===== config.mk =====
export PLATFORM = sky130hd
export DESIGN_NAME = rt_block_streamer
export DESIGN_NICKNAME = d
export VERILOG_FILES = /design/src/rtl/rt_block_streamer_pkg.sv /design/src/rtl/rt_block_streamer_csum.sv /design/src/rtl/rt_block_streamer.sv
export SDC_FILE = /design/constraint.sdc
export NUM_CORES = 1
export LEC_CHECK = 0
export ABC_AREA = 1
export CAP_MARGIN = 0
export CORE_MARGIN = 2
export CORE_UTILIZATION = 60
export CTS_CLUSTER_DIAMETER = 50
export DETAILED_ROUTE_END_ITERATION = 7
export PLACE_DENSITY = 0.95
export SLEW_MARGIN = 20
export SYNTH_ARGS = -nofsm -noshare
export SYNTH_HDL_FRONTEND = slang
export SYNTH_SLANG_ARGS = --single-unit

===== constraint.sdc =====
create_clock -name i_clk -period 3.2 [get_ports i_clk]
set_input_delay 0.64 -clock i_clk [delete_from_list [all_inputs] [get_ports i_clk]]
set_output_delay 0.64 -clock i_clk [all_outputs]
set_load 0.05 [all_outputs]

===== src/rtl/rt_block_streamer_pkg.sv =====
// Shared state encoding and header layout for the real-time block streamer.
package rt_block_streamer_pkg;

  typedef enum logic [2:0] {
    ST_IDLE    = 3'd0,
    ST_TRIG    = 3'd1,
    ST_WAIT_HI = 3'd2,
    ST_WAIT_LO = 3'd3,
    ST_HDR     = 3'd4,
    ST_DATA    = 3'd5,
    ST_CSUM    = 3'd6
  } state_t;

  localparam int DATA_W    = 32;
  localparam int QUAD_W    = 6;
  localparam int SEQ_W     = 16;
  localparam int HDR_PAD_W = DATA_W - SEQ_W - QUAD_W;

  // Header quadlet: stream sequence number on top, quadlet count at the bottom.
  function automatic logic [DATA_W-1:0] make_header(input logic [SEQ_W-1:0]  seq,
                                                    input logic [QUAD_W-1:0] len);
    return {seq, {HDR_PAD_W{1'b0}}, len};
  endfunction

endpackage


===== src/rtl/rt_block_streamer_csum.sv =====
// Running modulo-2^32 checksum accumulator for one stream.
module rt_csum_acc
  import rt_block_streamer_pkg::*;
(
  input  logic              i_clk,
  input  logic              i_rst_n,
  input  logic              i_clear,
  input  logic              i_add_en,
  input  logic [DATA_W-1:0] i_data,
  output logic [DATA_W-1:0] o_sum
);

  logic [DATA_W-1:0] r_sum;

  always_ff @(posedge i_clk or negedge i_rst_n) begin
    if (!i_rst_n) begin
      r_sum <= '0;
    end else if (i_clear) begin
      r_sum <= '0;
    end else if (i_add_en) begin
      r_sum <= r_sum + i_data;
    end
  end

  assign o_sum = r_sum;

endmodule


===== src/rtl/rt_block_streamer.sv =====
// Real-time block streamer: triggers the sampler, waits for it to finish, then
// streams a header, the sampled quadlets and a checksum quadlet.
module rt_block_streamer
  import rt_block_streamer_pkg::*;
#(
  parameter int TIMEOUT_CYC = 16,
  parameter int MAX_QUAD    = 32
) (
  input  logic              i_clk,
  input  logic              i_rst_n,
  input  logic              i_start,
  input  logic [QUAD_W-1:0] i_num_quad,
  output logic              o_doSample,
  input  logic              i_isBusy,
  output logic [QUAD_W-1:0] o_blk_addr,
  input  logic [DATA_W-1:0] i_blk_data,
  output logic [DATA_W-1:0] o_tx_data,
  output logic              o_tx_valid,
  input  logic              i_tx_ready,
  output logic              o_tx_last,
  output logic              o_busy,
  output logic              o_err_timeout,
  output logic              o_err_len,
  output logic [SEQ_W-1:0]  o_seq
);

  localparam int TMO_W = $clog2(TIMEOUT_CYC + 1);

  state_t            r_state;
  logic [QUAD_W-1:0] r_len;
  logic [QUAD_W-1:0] r_qidx;
  logic [QUAD_W-1:0] r_blk_addr;
  logic [TMO_W-1:0]  r_tmo;
  logic [DATA_W-1:0] r_tx_data;
  logic              r_doSample;
  logic              r_tx_valid;
  logic              r_tx_last;
  logic              r_busy;
  logic              r_err_timeout;
  logic              r_err_len;
  logic [SEQ_W-1:0]  r_seq;

  logic              w_len_ok;
  logic              w_tmo_hit;
  logic              w_csum_clr;
  logic              w_csum_add;
  logic [DATA_W-1:0] w_sum;

  assign w_len_ok   = (i_num_quad != '0) && (int'(i_num_quad) <= MAX_QUAD);
  assign w_tmo_hit  = (r_tmo == TMO_W'(TIMEOUT_CYC - 1));
  assign w_csum_clr = (r_state == ST_TRIG);
  assign w_csum_add = r_tx_valid && i_tx_ready && ((r_state == ST_HDR) || (r_state == ST_DATA));

  // The accumulator adds whatever quadlet is on tx_data at the moment it is accepted.
  rt_csum_acc u_csum (
    .i_clk    (i_clk),
    .i_rst_n  (i_rst_n),
    .i_clear  (w_csum_clr),
    .i_add_en (w_csum_add),
    .i_data   (r_tx_data),
    .o_sum    (w_sum)
  );

  always_ff @(posedge i_clk or negedge i_rst_n) begin
    if (!i_rst_n) begin
      r_state       <= ST_IDLE;
      r_len         <= '0;
      r_qidx        <= '0;
      r_blk_addr    <= '0;
      r_tmo         <= '0;
      r_tx_data     <= '0;
      r_doSample    <= 1'b0;
      r_tx_valid    <= 1'b0;
      r_tx_last     <= 1'b0;
      r_busy        <= 1'b0;
      r_err_timeout <= 1'b0;
      r_err_len     <= 1'b0;
      r_seq         <= '0;
    end else begin
      case (r_state)
        ST_IDLE: begin
          if (i_start) begin
            if (w_len_ok) begin
              r_len         <= i_num_quad;
              r_err_len     <= 1'b0;
              r_err_timeout <= 1'b0;
              r_doSample    <= 1'b1;
              r_busy        <= 1'b1;
              r_state       <= ST_TRIG;
            end else begin
              r_err_len <= 1'b1;
            end
          end
        end
        ST_TRIG: begin
          r_doSample <= 1'b0;
          r_tmo      <= '0;
          r_state    <= ST_WAIT_HI;
        end
        // The timeout budget is shared by both wait phases.
        ST_WAIT_HI: begin
          r_tmo <= r_tmo + 1'b1;
          if (i_isBusy) begin
            r_state <= ST_WAIT_LO;
          end else if (w_tmo_hit) begin
            r_err_timeout <= 1'b1;
            r_busy        <= 1'b0;
            r_state       <= ST_IDLE;
          end
        end
        ST_WAIT_LO: begin
          r_tmo <= r_tmo + 1'b1;
          if (!i_isBusy) begin
            r_tx_data  <= make_header(r_seq, r_len);
            r_tx_valid <= 1'b1;
            r_blk_addr <= '0;
            r_state    <= ST_HDR;
          end else if (w_tmo_hit) begin
            r_err_timeout <= 1'b1;
            r_busy        <= 1'b0;
            r_state       <= ST_IDLE;
          end
        end
        // blk_addr always points at the quadlet to load on the next acceptance.
        ST_HDR: begin
          if (i_tx_ready) begin
            r_tx_data  <= i_blk_data;
            r_blk_addr <= r_blk_addr + QUAD_W'(1);
            r_qidx     <= '0;
            r_state    <= ST_DATA;
          end
        end
        ST_DATA: begin
          if (i_tx_ready) begin
            if (r_qidx == r_len - QUAD_W'(1)) begin
              r_tx_data <= w_sum + r_tx_data;
              r_tx_last <= 1'b1;
              r_state   <= ST_CSUM;
            end else begin
              r_tx_data  <= i_blk_data;
              r_blk_addr <= r_blk_addr + QUAD_W'(1);
              r_qidx     <= r_qidx + QUAD_W'(1);
            end
          end
        end
        ST_CSUM: begin
          if (i_tx_ready) begin
            r_seq      <= r_seq + 1'b1;
            r_tx_data  <= '0;
            r_tx_valid <= 1'b0;
            r_tx_last  <= 1'b0;
            r_blk_addr <= '0;
            r_busy     <= 1'b0;
            r_state    <= ST_IDLE;
          end
        end
        default: begin
          r_doSample <= 1'b0;
          r_tx_valid <= 1'b0;
          r_tx_last  <= 1'b0;
          r_busy     <= 1'b0;
          r_state    <= ST_IDLE;
        end
      endcase
    end
  end

  assign o_doSample    = r_doSample;
  assign o_blk_addr    = r_blk_addr;
  assign o_tx_data     = r_tx_data;
  assign o_tx_valid    = r_tx_valid;
  assign o_tx_last     = r_tx_last;
  assign o_busy        = r_busy;
  assign o_err_timeout = r_err_timeout;
  assign o_err_len     = r_err_len;
  assign o_seq         = r_seq;

endmodule


## Word level (Yosys, flattened, before mapping)

Cells that the tools add are included.

| word-level totals | value |
|---|---|
| register bits after elaboration | 112 |
| input bits | 43 |
| output and inout bits | 60 |
| word-level logic and storage cells | 119 |

| cells by class | value |
|---|---|
| add/sub/neg operators | 6 |
| $lt $le $gt $ge | 1 |
| equality and inequality tests | 18 |
| multiplexer cells | 48 |
| bitwise operators | 4 |
| reduce and logical (&&, ||, !) cells | 28 |

Operator list:

| operator | number |
|---|---|
| 32-bit 2-to-1 mux | 7 |
| 32-bit case mux with 4 select lines | 1 |
| 6-bit 2-to-1 mux | 7 |
| 32-bit adder | 1 |
| 3-bit 2-to-1 mux | 9 |
| 6-bit case mux with 4 select lines | 1 |
| 3-bit case mux with 7 select lines | 1 |
| 2-bit != test, second input constant | 9 |
| 6-bit AND reduction | 3 |
| 16-bit by 1-bit adder with 16-bit output, second input constant | 1 |
| 1-bit 2-to-1 mux | 15 |
| 5-bit OR reduction | 3 |
| 6-bit by 1-bit adder with 6-bit output, second input constant | 2 |
| 6-bit case mux with 2 select lines | 1 |
| 5-bit case mux with 2 select lines | 1 |
| 5-bit AND reduction | 2 |
| 3-bit equality test, second input constant | 3 |
| 1-bit case mux with 3 select lines | 3 |
| 3-bit AND reduction | 3 |
| 4-bit AND reduction | 2 |
| 3-bit by 2-bit equality test with 1-bit output, second input constant | 2 |
| 6-bit equality test | 1 |
| 6-bit less-or-equal comparator, second input constant | 1 |
| 2-bit nonzero test | 3 |
| 17 further kinds | 23 |

## Longest topological paths before layout

Gate-level depths: netlist (run 1).

| logic depth | value |
|---|---|
| depth after elaboration | 5 |
| gate-level depth with buffers | 16 |
| mapped depth without buffers | 16 |

## Hierarchy

Synthesis (run 1) repeated with hierarchy kept, for this count alone.

| unflattened totals | value |
|---|---|
| cell total of the unflattened synthesis | 1737 |
| area total of the unflattened synthesis | 10376.2 um^2 |

Modules (own cells, without submodules):

| module | times used | cells an instance | area each (um^2) | sequential area each (um^2) |
|---|---|---|---|---|
| rt_block_streamer | 1 | 1112 | 6776.5 | 2001.9 |
| rt_csum_acc | 1 | 625 | 3599.7 | 800.8 |

## Least setup slack after synthesis (run 1)

OpenSTA, ideal clock, no wires.

| timing path | value |
|---|---|
| path kind | reg2reg |
| start point | register r_tx_data[0] (netlist: o_tx_data[0]) |
| end point | register r_tx_data[20] (netlist: o_tx_data[20]) |
| library setup time | 118 ps |
| arrival | 2135 ps |
| data required time | 3082 ps |
| setup slack | 947 ps |
| stages on the path, launching flop included | 16 |
| path buffers | 0 |
| clock period less this slack | 2253 ps |
| cells stage by stage | dfrtp_1 > ha_1 > inv_1 > fa_1 > inv_1 > nand3_1 > nand3_1 > nand3_1 > nand3_1 > nand2_1 > nand2_1 > nand2_1 > nand3_1 > nand3_1 > nand2_1 > nand2_1 |

| between the ends | value |
|---|---|
| cells in the longest elaborated chain, start to end | 4 |

Ends and longest elaborated chain:

| element | RTL line | RTL |
|---|---|---|
| from (decl) | rt_block_streamer.sv:34 | `logic [DATA_W-1:0] r_tx_data;` |
| from (signal assigned) | rt_block_streamer.sv:114 | `r_tx_data <= make_header(r_seq, r_len);` |
| from (signal assigned) | rt_block_streamer.sv:127 | `r_tx_data <= i_blk_data;` |
| from (signal assigned) | rt_block_streamer.sv:136 | `r_tx_data <= w_sum + r_tx_data;` |
| 32-bit adder | rt_block_streamer.sv:136 |  |
| 32-bit 2-to-1 mux | rt_block_streamer.sv:135 | `if (r_qidx == r_len - QUAD_W'(1)) begin` |
| 32-bit 2-to-1 mux | rt_block_streamer.sv:134 | `if (i_tx_ready) begin` |
| 32-bit case mux with 4 select lines | rt_block_streamer.sv:80 | `case (r_state)` |

Every way passes these cells. The select of a mux whose other input is x is not followed.
A chain may end at the register's enable or synchronous reset.

## Worst setup path after layout (run 1)

| timing path | value |
|---|---|
| start point | register r_len[0] |
| end point | register r_tx_data[8] (netlist: o_tx_data[8]) |

| between the ends | value |
|---|---|
| cells in the longest elaborated chain, start to end | 5 |

Ends and longest elaborated chain:

| element | RTL line | RTL |
|---|---|---|
| from (decl) | rt_block_streamer.sv:30 | `logic [QUAD_W-1:0] r_len;` |
| from (signal assigned) | rt_block_streamer.sv:84 | `r_len <= i_num_quad;` |
| 6-bit by 1-bit subtractor with 6-bit output | rt_block_streamer.sv:135 |  |
| 6-bit equality test | rt_block_streamer.sv:135 |  |
| 32-bit 2-to-1 mux | rt_block_streamer.sv:135 |  |
| 32-bit 2-to-1 mux | rt_block_streamer.sv:134 |  |
| 32-bit case mux with 4 select lines | rt_block_streamer.sv:80 |  |
| to (signal assigned) | rt_block_streamer.sv:127 |  |
| to (signal assigned) | rt_block_streamer.sv:136 |  |
| to (signal assigned) | rt_block_streamer.sv:140 | `r_tx_data <= i_blk_data;` |

Every way passes these cells. The select of a mux whose other input is x is not followed.

==> reports/metrics.csv, run 1 <==
stage;metric;value;unit
status;status;completed;
timing;final-report hold violation count;0;
global_route;total track usage;32.9;%
cts;clock sinks;112;
critical_path;crit path max fanout;23;
route;DRT iter0 DRCs;807;
route;routed len/inst;15.2;um
critical_path;critical path launch point type;register;
global_route;global route overflow;0;
floorplanning;Die Width;119;um
place;IO Port Bufs;102;
power_and_ir_drop;P per Cell Area;853;nW/um^2
synth;area of the mapped netlist;7980;um^2
critical_path;crit path max-delay cell type;nand2_1;
synth;post-synthesis cell type count;40;
timing;total negative slack;0;ps
floorplanning;core area;13100;um^2
synth;Cells after Synth;1218;
synth;Net Count, Synth;1299;
synth;syn_area_per_cell;6.55;um^2
layout;ANT cells;0;
synth;ranking of synthesized cells by area;dfrtp_1 (35%), nand2_1 (23%), inv_1 (8.6%);
timing;Worst slew margin;41.1;%
synth;Seq cells post-synth;112;
timing;Final Slew Violations;0;
layout;leading cell type in the layout, fill and taps excluded;nand2_1;
cts;count of hold-fix buffers inserted at cts;0;
timing;Final WS setup;258;ps
layout;P&R area growth vs syn;19.3;%
critical_path;crit-path cells;inv_1 > ha_1 > inv_1 > nand2_1 > nand2_1 > nand2_1 > nand2_1 > nor2_1 > nand3_1 > nand2_1 > nand2_1 > buf_4 > nand2_1 > nand2_1 > nand2_1 > nand2_1;
timing;Fin Clk Skew;12.8;ps
critical_path;CP Capture Type;register;
critical_path;CP most frequent cell;nand2_1;
power_and_ir_drop;Peak VDD IR;0.769;mV
synth;register area share after synthesis;35.1;%
cts;Resized Gates After CTS;0;
floorplanning;total die area;14200;um^2
critical_path;Arr. time, crit path;3200;ps
layout;share of post-route cells with drive strength above 1;4.16;%
timing;unrepaired setup endpoints after global routing;false;
place;Detailed Place HPWL;16900;um
timing;fmax;340;MHz
place;Inst Count DP;1481;
cts;Clock Latency Late Sink;370;ps
route;DRT Wirelength;22800;um
route;DR vias;8245;
timing;Worst Tran Pin Value;881;ps
synth;Syn. warnings;0;
timing;Setup Viol. Count Final;0;
place;pre-CTS setup slack;422;ps
layout;final cell count without fillers;1497;
cts;Clock transition at path regs;80;ps
cts;root buffer cell;clkbuf_16;
min_path;HP Class;in2async;
route;vias per inst;5.51;
floorplanning;# rows;42;
cts;setup bufs post-CTS;0;
layout;most frequent cells in the layout;nand2_1 (490), inv_1 (182), dfrtp_1 (112);
timing;hold slack;288;ps
timing;Tcrit/Tclk final;91.9;%
cts;total CTS buffers;9;
critical_path;type of the worst setup path;reg2reg;
floorplanning;I/O pin count;103;
flow_run;max-cap check violation count;0;
layout;NumNets Final;1397;
cts;CTS tree;built;
global_route;vias in the first global route;7902;
critical_path;WP data required;3450;ps
synth;top cell type's share of synthesized area;35.1;%
floorplanning;Die Ht;119;um
synth;Synth area leader;dfrtp_1;
cts;CTS Buffer Depth;2;
power_and_ir_drop;Tot Pwr;0.00812;W
route;Initial DRT Pass Iterations;5;
global_route;first-pass GRT wire length;37600;um
global_route;initial antenna violation count;0;
place;routability cong.;1.00;
timing;crit path time final;2940;ps
power_and_ir_drop;leakage power;5.30;nW
floorplanning;initial cell density of the core;60.7;%
route;DRC;0;
route;post-route ant nets;0;
cts;H-tree levels;3;
global_route;largest net degree at the start of global routing;50;
critical_path;Crit path largest cell delay;540;ps
-- critical path, delay by kind of cell (launching register included) --
| family | cells | cell delay (ps) |
|---|---|---|
| buf+inv | 3 | 680 |
| simple gates | 12 | 1510 |
| fa+ha+maj | 1 | 230 |
| flops | 1 | 410 |
-- layer usage --
layer	track usage, %	vias up	share of wire [%]
li1	-	3977	-
met1	43.9	3818	42
met2	54.8	393	47
met3	5.22	57	7.7
met4	11.3	0	2.5
met5	0	-	0
-- logic make-up after synthesis --
| logic type | share of synthesized area (%) |
|---|---|
| adders and majority gates | 6.05 |
| xor gates and xnor gates | 4.17 |
| and+or+nand+nor | 37.4 |
| AOI/OAI and AO/OA | 7.10 |
| buffers and inverters | 10.2 |
| DFF | 35.1 |
-- final cells by class --
type                       count  area, um^2
clock buffer                  10         229
clock inverter                 6        85.1
fill                        1036        3620
inverter                     187         704
multi-input combinational    895        4380
sequential                   112        2800
tap                          176         220
timing repair buffer         111        1100
-- stage by stage --
stage               instance area (um^2)  util [%]
floorplan                           7980         -
global placement                    9200      70.0
detailed placement                  9200      70.0
CTS                                 9520      72.4
global route                        9520      72.4
finish                              9520      72.4
-- power by group --
part	total, W	leakage [nW]	internal (W)	switching [W]
combinational	0.00460	3.68	0.00146	0.00314
sequential	0.00229	1.47	0.00184	0.000456
clock	0.00122	0.150	0.000630	0.000590
total	0.00812	5.30	0.00393	0.00419
-- worst paths after layout --
| path | slack (ps) | startpoint | end | depth (start not counted) |
|---|---|---|---|---|
| setup / recovery | 260 | r_len[0] | o_tx_data[8] | 16 |
| hold / removal | 290 | i_rst_n | u_csum.o_sum[9] | 1 |
| setup reg to reg | 260 | r_len[0] | o_tx_data[8] | 16 |
| hold reg to reg | 490 | u_csum.o_sum[24] | u_csum.o_sum[24] | 2 |
| max in group asynchronous | 2160 | i_rst_n | u_csum.o_sum[29] | 2 |
| min in group i_clk | 490 | u_csum.o_sum[24] | u_csum.o_sum[24] | 2 |
-- state kept, by name, summed over array words and instances, names as in the netlist, 3 cells and up --
signal        flops
r_len             6
r_tmo             5
o_tx_data        32
u_csum.o_sum     32
o_blk_addr        6
r_state           3
r_qidx            6
o_seq            16
-- Yosys cell counts, drive strengths merged --
cell type	n
nand2	496
inv	187
dfrtp	112
nor2	103
nand3	98
a21oi	45
ha	37
xor2	32
o21ai	24
a22o	16
buf	15
nand4	10
clkbuf	9
nor3	9
xnor2	6
o22ai	4
nor4	3
a21o	2
or2	2
a2111oi	1
and2	1
and3	1
fa	1
o2111ai	1
o21a	1
o311ai	1
o31ai	1
No activity file was read; power rests on OpenSTA's default activity.
==> inputs of run 2 (changes only) <==
REMOVE_ABC_BUFFERS = 1   (was unset)
==> run 2 against run 1 <==
- critical endpoint is now o_tx_data[4]
- final area about the same
- sequential share of layout area about the same
- non-clock buffer count down 1
- total power down 0.26%
==> reports/metrics.csv, run 2 (same netlist as run 1, synthesis figures left out) <==
stage;metric;value;unit
cts;H-tree levels;3;
global_route;first-pass GRT wire length;37700;um
floorplanning;Die Width;119;um
route;DR vias;8080;
power_and_ir_drop;Sw Share;51.5;%
status;status;completed;
cts;Clock transition at path regs;80;ps
power_and_ir_drop;Tot Pwr;0.00810;W
cts;CTS Buffer Depth;2;
power_and_ir_drop;Clk network pwr share;15.1;%
global_route;total track usage;32.9;%
critical_path;crit path max-delay cell type;nand2_1;
timing;Setup Viol. Count Final;0;
layout;final cell count without fillers;1496;
route;post-route ant nets;0;
timing;Tcrit/Tclk final;86.4;%
place;IO Port Bufs;102;
critical_path;CP most frequent cell;nand2_1;
critical_path;crit-path cells;inv_1 > ha_1 > inv_1 > nand2_1 > nand2_1 > nor2_1 > nand2_1 > nor2_1 > nand3_1 > nand2_1 > nand2_1 > buf_4 > nand2_1 > nand3_1 > nand2_1 > nand2_1;
route;DRT iter0 DRCs;580;
critical_path;critical path startpoint;r_len[0];
timing;final-report hold violation count;0;
global_route;largest net degree at the start of global routing;50;
critical_path;R2R Setup Slk;440;ps
route;Initial DRT Pass Iterations;5;
timing;Final Slew Violations;0;
layout;NumNets Final;1396;
cts;root buffer cell;clkbuf_16;
layout;leading cell type in the layout, fill and taps excluded;nand2_1;
power_and_ir_drop;Comb pwr share;56.9;%
power_and_ir_drop;Peak VDD IR;0.829;mV
critical_path;critical path launch point type;register;
critical_path;crit path buf inv count;3;
power_and_ir_drop;internal power;0.00393;W
cts;CTS tree;built;
place;Detailed Place HPWL;17100;um
cts;count of hold-fix buffers inserted at cts;0;
cts;Resized Gates After CTS;0;
route;met2 WL post-DR;10500;um
route;DRC;0;
power_and_ir_drop;P per Cell Area;851;nW/um^2
power_and_ir_drop;NetSw;0.00417;W
critical_path;FF-to-FF Start;r_len[0];
route;vias per inst;5.40;
floorplanning;initial cell density of the core;60.7;%
global_route;vias in the first global route;7960;
route;Met3 Routed Length;1760;um
floorplanning;core area;13100;um^2
min_path;HP Class;in2async;
power_and_ir_drop;Seq pwr share;28.0;%
timing;Fin Clk Skew;11.0;ps
flow_run;max-cap check violation count;0;
critical_path;type of the worst setup path;reg2reg;
timing;unrepaired setup endpoints after global routing;false;
global_route;initial antenna violation count;0;
critical_path;CP Capture Type;register;
floorplanning;I/O pin count;103;
route;routed len/inst;15.1;um
layout;most frequent cells in the layout;nand2_1 (490), inv_1 (182), dfrtp_1 (112);
critical_path;Crit path largest cell delay;430;ps
critical_path;WP data required;3460;ps
cts;Clock Latency Late Sink;370;ps
floorplanning;# rows;42;
timing;Worst Tran Pin Value;686;ps
power_and_ir_drop;leakage power;5.30;nW
place;routability cong.;1.01;
route;DRT Wirelength;22600;um
cts;total CTS buffers;9;
layout;ANT cells;0;
critical_path;worst r2r path cells;16;
critical_path;crit path max fanout;17;
global_route;global route overflow;0;
cts;clock sinks;112;
place;Inst Count DP;1480;
layout;share of post-route cells with drive strength above 1;4.17;%
layout;P&R area growth vs syn;19.2;%
critical_path;R2R Path End;o_tx_data[4];
critical_path;Arr. time, crit path;3030;ps
timing;Worst slew margin;54.2;%
critical_path;CP top delay family;simple AND/OR/NAND/NOR gates;
cts;setup bufs post-CTS;0;
route;met1 wire length;9800;um
timing;crit path time final;2760;ps
timing;fmax;362;MHz
floorplanning;total die area;14200;um^2
route;Max Used Layer;met4;
floorplanning;Die Ht;119;um
-- run 2: cell types whose count changed in the layout (fill, tap and decap cells not counted), sizes merged --
cell	change
buf	-1
clkinv	+1
inv	-1
-- run 2: how the worst max path moves through the flow --
| stage | slack (ps) | depth (start not counted) | to |
|---|---|---|---|
| finish | 440 | 16 | o_tx_data[4] |
| global route | 150 | 16 | o_tx_data[16] |
| CTS | 490 | 16 | o_tx_data[0] |
| detailed placement | 490 | 10 | r_qidx[5] |
| global placement | 540 | 10 | r_qidx[5] |
| floorplan | -630 | 4 | u_csum.o_sum[10] |
-- run 2: layout make-up --
type / instances / area (um^2)
multi-input combinational: 895 / 4380
fill: 1101 / 3630
sequential: 112 / 2800
timing repair buffer: 110 / 1090
inverter: 187 / 704
clock buffer: 10 / 239
tap: 176 / 220
clock inverter: 6 / 76.3
-- run 2: stage by stage --
step / instance area [um^2] / setup WS, ps / hold WS [ps] / utilization (%) / TNS, ps
4_1_cts: 9510 / 486 / 302 / 72.4 / 0
3_3_place_gp: 9200 / 540 / 466 / 70.0 / 0
3_5_place_dp: 9200 / 486 / 465 / 70.0 / 0
5_1_grt: 9510 / 148 / 333 / 72.4 / 0
2_1_floorplan: 7870 / -630 / 344 / - / -17010
6_report: 9510 / 436 / 283 / 72.4 / 0
-- run 2: power groups by stage --
stage	combinational, W	clock [W]	sequential [W]
CTS	0.00456	0.00122	0.00225
global placement	0.00438	0	0.00225
detailed placement	0.00451	0	0.00226
finish	0.00461	0.00122	0.00227
global route	0.00506	0.00128	0.00231
floorplan	0.00242	0	0.00293
-- run 2: layer usage --
metal	vias to the layer above	global-route usage, %
met3	55	8.14
met1	3719	43.3
met4	0	11.5
li1	3977	-
met2	329	53.1
met5	-	0
==> inputs of run 3 (changes only) <==
CORE_UTILIZATION = 55   (was 60)
PLACE_DENSITY = 0.89   (was 0.95)
==> run 3 against run 2 <==
- total power fell by 1.6%
- sequential share of layout area barely moved
- final cell count rose by 0.53%
- utilization decreased by 6.2 points
- final area about the same
- sequential cell count stayed put
- sequential power is essentially flat
==> reports/metrics.csv, run 3 (same netlist as run 1, synthesis figures left out) <==
stage;metric;value;unit
cts;Clock transition at path regs;90;ps
power_and_ir_drop;leakage power;5.30;nW
place;routability cong.;0.980;
critical_path;Crit path largest cell delay;430;ps
floorplanning;I/O pin count;103;
power_and_ir_drop;Peak VDD IR;0.696;mV
global_route;first-pass GRT wire length;36600;um
critical_path;type of the worst setup path;reg2reg;
timing;unrepaired setup endpoints after global routing;false;
floorplanning;core area;14400;um^2
critical_path;CP most frequent cell;nand2_1;
cts;Resized Gates After CTS;0;
layout;share of post-route cells with drive strength above 1;4.17;%
layout;Layout Utilization;66.2;%
global_route;met3 Use GR;3.87;%
cts;CTS Buffer Depth;2;
floorplanning;initial cell density of the core;55.5;%
timing;Setup Viol. Count Final;0;
timing;Worst slew margin;53.2;%
cts;root buffer cell;clkbuf_16;
timing;Tcrit/Tclk final;84.7;%
layout;most frequent cells in the layout;nand2_1 (490), inv_1 (182), dfrtp_1 (112);
global_route;grt met1 use;40.2;%
place;Detailed Place HPWL;16700;um
cts;CTS tree;built;
critical_path;critical path startpoint;r_len[0];
floorplanning;Die Ht;124;um
layout;NumNets Final;1396;
critical_path;FF-to-FF Start;r_len[0];
power_and_ir_drop;P per Cell Area;837;nW/um^2
critical_path;CP top delay family;simple AND/OR/NAND/NOR gates;
critical_path;Arr. time, crit path;2970;ps
route;DRC;0;
critical_path;crit path buf inv count;3;
critical_path;WP data required;3460;ps
route;DRT Wirelength;21800;um
route;DRT iter0 DRCs;522;
min_path;HP Class;in2async;
timing;fmax;369;MHz
flow_run;max-cap check violation count;0;
route;Initial DRT Pass Iterations;5;
floorplanning;Die Width;124;um
global_route;vias in the first global route;7539;
cts;Clock Latency Late Sink;370;ps
global_route;total track usage;28.8;%
layout;ANT cells;0;
route;post-route ant nets;0;
global_route;initial antenna violation count;0;
route;vias per inst;5.27;
critical_path;worst r2r path cells;16;
timing;Fin Clk Skew;16.0;ps
critical_path;crit path max fanout;17;
critical_path;Crit path depth;16;
layout;P&R area growth vs syn;19.2;%
critical_path;critical path launch point type;register;
power_and_ir_drop;Tot Pwr;0.00796;W
place;IO Port Bufs;102;
timing;Final Slew Violations;0;
critical_path;CP Capture Type;register;
cts;total CTS buffers;9;
cts;clock sinks;112;
timing;final-report hold violation count;0;
global_route;grt peak-use layer;met2;
route;DR vias;7922;
global_route;largest net degree at the start of global routing;55;
cts;H-tree levels;3;
global_route;global route overflow;0;
timing;Worst Tran Pin Value;700;ps
cts;setup bufs post-CTS;0;
global_route;GR Layer Usage met2;47.4;%
critical_path;crit path max-delay cell type;nand2_1;
timing;crit path time final;2710;ps
cts;count of hold-fix buffers inserted at cts;0;
status;status;completed;
layout;leading cell type in the layout, fill and taps excluded;nand2_1;
floorplanning;total die area;15500;um^2
critical_path;crit-path cells;inv_1 > ha_1 > inv_1 > nand2_1 > nand2_1 > nor2_1 > nand2_1 > nor2_1 > nand3_1 > nand2_1 > nand2_1 > buf_4 > nand2_1 > nand3_1 > nand2_1 > nand2_1;
floorplanning;# rows;44;
route;routed len/inst;14.5;um
run 3: cell count changes in the layout (fill, tap and decap cells not counted):
cell,before,now
bufinv_16,1,0
clkbuf_8,1,0
clkinv_8,1,2
clkinvlp_4,1,0
inv_6,2,0
inv_8,0,4
run 3: routing by layer:
metal	share of wire [%]	wire (um)	vias up
met2	46	10100	259
li1	-	-	3983
met1	46	10100	3652
met4	1.5	330	0
met3	5.6	1220	28
met5	0	0	-
run 3: area by class of cell:
type	count	area, um^2
well taps	184	230
multi-input cells	895	4380
flip-flops and latches	112	2800
clock buffers	9	225
repair buffers	110	1090
clock inverters	7	82.6
inverters	187	704
fillers	1303	4860
run 3: path summary, 6_finish.rpt:
kind,endpoint,slack (ps)
max,o_tx_data[2],490
min,o_blk_addr[2],170
max reg2reg,o_tx_data[2],490
min reg2reg,o_busy,490
max in group asynchronous,o_tx_data[15],2250
min in group i_clk,o_busy,490
run 3: through the flow:
step	cell area (um^2)	hold WS (ps)	TNS [ps]	std cells	setup slack, ps
final	9510	169	0	1504	489
after global placement	9210	466	0	1488	518
after floorplan	7870	344	-17010	1194	-630
after detailed placement	9210	463	0	1488	453
after global routing	9510	183	0	1504	240
after CTS	9510	169	0	1504	543
run 3: report_power, final:
group          leakage [nW]  internal [W]  total (W)  switching [W]
Sequential             1.47       0.00184    0.00226       0.000418
Combinational          3.68       0.00145    0.00454        0.00310
Clock                 0.153      0.000564    0.00116       0.000601
run 3: worst reg2reg max path: cells and delay by family (launching register included):
family,cells,cell delay [ps]
AND/OR/NAND/NOR,12,1350
buffers and inverters,3,560
adder cells (fa/ha/maj),1,310
flip-flops,1,390
